## config.mk

```make
export PLATFORM = sky130hd
export DESIGN_NAME = dmux16_sched
export DESIGN_NICKNAME = d
export VERILOG_FILES = /design/src/rtl/dmux16_sched.sv
export SDC_FILE = /design/constraint.sdc
export NUM_CORES = 1
export LEC_CHECK = 0
export CAP_MARGIN = 20
export CELL_PAD_IN_SITES_DETAIL_PLACEMENT = 2
export CELL_PAD_IN_SITES_GLOBAL_PLACEMENT = 2
export CORE_AREA = 4 4 78 80
export CTS_BUF_LIST = sky130_fd_sc_hd__clkbuf_4
export DETAILED_ROUTE_END_ITERATION = 16
export DIE_AREA = 0 0 82 84
export PLACE_DENSITY = 0.95
export SLEW_MARGIN = 0
export SYNTH_ARGS = -nofsm -noshare
export SYNTH_HDL_FRONTEND = slang
export SYNTH_SLANG_ARGS = --single-unit
export TNS_END_PERCENT = 20
```

## constraint.sdc

```tcl
create_clock -name clk -period 3.36 [get_ports clk]
set_input_delay 1.008 -clock clk [delete_from_list [all_inputs] [get_ports clk]]
set_output_delay 1.008 -clock clk [all_outputs]
set_load 0.05 [all_outputs]
```

## src/rtl/dmux16_sched.sv

```systemverilog
// dmux16_sched: routes a 16-bit input stream to one of two output holding registers
// (channel A / channel B), either alternating (round-robin, mode=0) or steered by
// in_sel (mode=1). Each channel is a single-entry buffer with valid/ready handshake.
//
// Ports:
//   clk, reset              - clock; synchronous active-high reset
//   in_data/in_valid/in_ready - input stream; in_ready is combinational
//   mode, in_sel            - routing control (in_sel used only when mode=1)
//   a_data/a_valid/a_ready  - channel A output handshake
//   b_data/b_valid/b_ready  - channel B output handshake
//   busy                    - either channel holds an undelivered word
//   a_count/b_count         - 8-bit delivered-word counters (DMUX16_SCHED_COUNT_EN only)
//
// Optional feature macro: DMUX16_SCHED_COUNT_EN adds the per-channel counters.
module dmux16_sched (
  input  logic        clk,
  input  logic        reset,
  input  logic [15:0] in_data,
  input  logic        in_valid,
  output logic        in_ready,
  input  logic        mode,
  input  logic        in_sel,
  output logic [15:0] a_data,
  output logic [15:0] b_data,
  output logic        a_valid,
  output logic        b_valid,
  input  logic        a_ready,
  input  logic        b_ready,
  output logic        busy
`ifdef DMUX16_SCHED_COUNT_EN
  ,
  output logic [7:0]  a_count,
  output logic [7:0]  b_count
`endif
);

  typedef enum logic {
    RrA = 1'b0,
    RrB = 1'b1
  } rr_e;

  rr_e         rr_q;
  logic [15:0] a_data_q, b_data_q;
  logic        a_valid_q, b_valid_q;

  logic target;     // 0 = channel A, 1 = channel B
  logic tgt_valid;
  logic tgt_ready;
  logic accept;
  logic load_a, load_b;
  logic a_hs, b_hs;

  always_comb begin
    target    = mode ? in_sel : (rr_q == RrB);
    tgt_valid = target ? b_valid_q : a_valid_q;
    tgt_ready = target ? b_ready : a_ready;
    // A full target with a stalled consumer blocks input even if the other channel is
    // empty: words are never skipped past the scheduled channel.
    in_ready  = !reset && (!tgt_valid || tgt_ready);
    accept    = in_valid && in_ready;
    load_a    = accept && !target;
    load_b    = accept && target;
    a_hs      = a_valid_q && a_ready;
    b_hs      = b_valid_q && b_ready;
  end

`ifdef DMUX16_SCHED_COUNT_EN
  logic [7:0] a_count_q, b_count_q;
`endif

  always_ff @(posedge clk) begin
    if (reset) begin
      rr_q      <= RrA;
      a_data_q  <= 16'h0000;
      b_data_q  <= 16'h0000;
      a_valid_q <= 1'b0;
      b_valid_q <= 1'b0;
`ifdef DMUX16_SCHED_COUNT_EN
      a_count_q <= 8'd0;
      b_count_q <= 8'd0;
`endif
    end else begin
      // A reload on the same edge as a handshake keeps valid high with new data.
      if (load_a) begin
        a_data_q  <= in_data;
        a_valid_q <= 1'b1;
      end else if (a_hs) begin
        a_valid_q <= 1'b0;
      end

      if (load_b) begin
        b_data_q  <= in_data;
        b_valid_q <= 1'b1;
      end else if (b_hs) begin
        b_valid_q <= 1'b0;
      end

      // Pointer only advances on round-robin accepts; steered traffic leaves it parked.
      if (accept && !mode) begin
        rr_q <= (rr_q == RrA) ? RrB : RrA;
      end

`ifdef DMUX16_SCHED_COUNT_EN
      if (a_hs) a_count_q <= a_count_q + 8'd1;
      if (b_hs) b_count_q <= b_count_q + 8'd1;
`endif
    end
  end

  assign a_data  = a_data_q;
  assign b_data  = b_data_q;
  assign a_valid = a_valid_q;
  assign b_valid = b_valid_q;
  assign busy    = a_valid_q || b_valid_q;

`ifdef DMUX16_SCHED_COUNT_EN
  assign a_count = a_count_q;
  assign b_count = b_count_q;
`endif

endmodule

```

---- Word level (Yosys, flattened, before mapping) ----
Index checks and enable logic that the tools add are counted.
word-level totals
  bits in registers ....................... 35
  bits of input ports ..................... 23
  word-level logic and storage cells ...... 28
cells by class
  muxes and demuxes ....................... 8
  reduce and logical (&&, ||, !) cells .... 15
operators with widths
  cell                count
  2-to-1 mux 1 bit    8
  logical AND 1 bit   7
  zero test 1 bit     4
  nonzero test 2 bit  2
  logical OR 1 bit    2

---- Longest topological paths before layout ----
Gate-level depths: netlist of run 1.
  depth after elaboration ................. 8
  mapped depth ............................ 4

---- Least setup slack after synthesis of run 1 ----
Ideal clock, no wire load.
  path type ............................... input -> output
  start point ............................. input mode
  end point ............................... output in_ready
  arrival ................................. 2.052 ns
  required time ........................... 2.352 ns
  slack ................................... 0.300 ns
  cell stages on the path ................. 3
  path buffers ............................ 0
  path through ............................ mux2i_2 mux2i_1 nor2_1
between the ends
  cells in the longest elaborated chain, start to end .. 5
RTL lines
  item                   line  source
  from (decl)            21    input logic mode,
  2-to-1 mux 1 bit (*)   54    target = mode ? in_sel : (rr_q == RrB);
  2-to-1 mux 1 bit       55    tgt_valid = target ? b_valid_q : a_valid_q;
  zero test 1 bit        59    in_ready = !reset && (!tgt_valid || tgt_ready);
  logical OR 1 bit (*)   59
  logical AND 1 bit (*)  59
  to (decl)              20    output logic in_ready,
Mark *: on every way between the ends. The rest lies on a longest branch, timed or not.

---- Worst setup path in the final report of run 1 ----
Same ends and word-level chain as after synthesis.

==> results of run 1 <==
==> layout by cell type, fill, tap and decap left out <==
master / instances
clkdlybuf4s50_1: 57
nand2b_1: 50
dfxtp_1: 35
mux2i_1: 33
clkbuf_4: 5
a21oi_1: 3
buf_4: 3
mux2i_2: 1
nor2_1: 1
or2_2: 1
and3b_1: 1
and3_1: 1
nand3_2: 1
nor2b_1: 1
a311oi_1: 1
nand3b_1: 1
clkinv_1: 1
bufinv_16: 1
clkinv_2: 1
buf_12: 1
==> per-layer routing <==
layer	global-route usage (%)	wire, µm	share of wire, %	vias to the layer above
li1	-	-	-	574
met4	3.625	15	0.37	0
met2	20.57	2037	51	37
met3	4.644	224	5.6	2
met1	15.52	1727	43	554
met5	0	0	0	-
==> critical path: stages <==
cell and delay, ns:
clkdlybuf4s50_1 0.52, mux2i_2 0.27, mux2i_1 0.10, nor2_1 0.19, buf_12 0.17
==> report_power, final <==
group	leakage (µW)	switching, µW	internal, µW
sequential	0.000286	14.7	440
clock	0.0000426	146	153
combinational	0.000543	150	107
==> layout make-up <==
class,count,area [µm²],area share [%]
repair buffers,61,613.1,27.75
multi-input cells,95,729.5,33.01
clock inverters,3,38.79,1.755
well taps,72,90.09,4.077
flip-flops and latches,35,700.7,31.71
clock buffers,5,37.54,1.699
==> flip-flops by register name, summed over array words and instances, names as in the netlist <==
signal and cells:
a_data 16, a_valid 1, b_data 16, b_valid 1, rr_q 1
==> logic make-up (layout without fill, tap and decap cells) <==
logic type | count (synthesis) | count (layout) | synth area share [%]
simple gates | 57 | 57 | 24.60
flops | 35 | 35 | 47.66
mux | 34 | 34 | 23.40
buf+inv | 8 | 69 | 2.724
compound gates | 4 | 4 | 1.617
==> worst paths after layout <==
kind,cells past startpoint,startpoint,slack (ns),endpoint
max,5,mode,0.09,in_ready
min,2,a_data[10],0.49,a_data[10]
max reg2reg,4,rr_q,1.69,b_data[4]
min reg2reg,2,a_data[10],0.49,a_data[10]
==> stage by stage <==
step                util [%]  hold WS, ns  total power (µW)  area [µm²]
floorplan                  -       0.4694             624.0        1470
global placement       39.47       0.4616             718.5        2133
detailed placement     39.47       0.4679             725.3        2133
CTS                    40.88       0.4909              1034        2210
global route           40.88       0.5166              1072        2210
finish                 40.88       0.4860              1011        2210
==> flow_metrics.py, run 1 <==
metrics = {
    "finish": {
        "nNetsFinal": 221,
        "antenna_cells": 0,
        "drive_gt1_share_pct": 7.035,
        "area_growth_pct": 50.30,
        "fillers": 585,
        "layoutNonFillerInstCount": 271,
    },
    "logic_synthesis": {
        "yosys.area.top_type": "dfxtp_1",
        "netlist_area_mm2": 0.001470,
        "synthesis.nets": 161,
        "synth_cell_types": 16,
        "synth-edff-count": 0,
        "ys.flop_type": "dfxtp_1",
        "yosysSeqAreaShare_pct": 47.66,
        "yosysMostFrequentCell": "nand2b_1",
        "yosys-top-cells-count": "nand2b_1, dfxtp_1, mux2i_1, clkbuf_1, a21oi_1",
        "yosys_register_bits": 35,
        "ys_warn_count": 0,
        "avgSynthCellArea_um2": 10.65,
        "netlist.area_leader.share_pct": 47.66,
        "synthCells": 138,
        "synth_area_leaders": "dfxtp_1, mux2i_1, nand2b_1, clkbuf_1, a21oi_1",
        "synthArstFlopShare_pct": 0,
    },
    "global_routing": {
        "grt_max_degree": 52,
        "overflow": 0,
        "antenna_found_initial": 0,
        "grt_pass1_wl_um": 6651,
        "grtUsageTotal_pct": 12.70,
        "grt_pass1_vias": 1310,
    },
    "die": {
        "start_util_pct": 27.20,
        "core_mm2": 0.005405,
        "die_w_um": 82,
        "io_pins": 59,
        "rows": 27,
        "die_h_um": 84,
        "die-area_mm2": 0.006888,
    },
    "timing": {
        "layout_min_cycle_time_ns": 3.270,
        "finalHoldViolCount": 0,
        "max_freq_mhz": 305.8,
        "min_period_over_period_pct": 97.31,
        "timing.slew.headroom_pct": 49.59,
        "rsz0062_at_grt": "no",
        "tns_ns": 0,
        "setup_viol": 0,
        "final.setup_skew_ns": 0.003653,
        "drv_slew": 0,
        "timing.final.ws_setup_ns": 0.09022,
        "worstMarginPinSlew_ns": 0.7561,
    },
    "power_and_ir_drop": {
        "pwr_density_cell_mw_per_mm2": 457.7,
        "ir_drop_uv": 188.4,
        "power.leakage_uw": 0.0008721,
    },
    "placement": {
        "gp_congestion": 0.6016,
        "dp_hpwl_um": 2965,
        "dp_cells": 263,
        "pre_cts_slack_ns": 0.06169,
        "port_buffers": 58,
    },
    "detailed_routing": {
        "drt_iter0_markers": 38,
        "ant_nets": 0,
        "routed_wl_um": 4006,
        "dr.pass1.iters": 4,
        "drc": 0,
        "vias": 1167,
        "vias_per_cell": 4.306,
        "wl_per_cell_um": 14.78,
    },
    "cts": {
        "cts_root_buf": "clkbuf_4",
        "clk_pin_slew_worst_paths_ns": 0.11,
        "cts_resized": 0,
        "cts_buffer_depth": 2,
        "numCtsBuffers": 5,
        "htree_num_levels": 2,
        "cts_setup_buffers": 0,
        "cts_tree": "built",
        "clock-sinks": 35,
        "clk_latency_ns": 0.33,
        "ctsHoldBuffers": 0,
    },
    "worst_setup_path": {
        "crit_type": "in2out",
        "cp_max_fo": 2,
        "cp-end-kind": "output port",
        "cp.arrival_ns": 2.26,
        "cp.required_ns": 2.35,
        "startpoint_type": "input pin",
    },
    "flow_run": {
        "max_cap_viol_count": 0,
    },
    "min_path": {
        "hold_class": "reg2reg",
    },
    "outcome": {
        "status": "finished, final reports clean",
    },
}
Power figures use the tool's default switching activity.
==> run 2: changes to the inputs <==
GPL_TIMING_DRIVEN = 1   (was unset)
==> results of run 2 <==
Same layout as run 1: the final DEF is identical, and so are final timing and power.
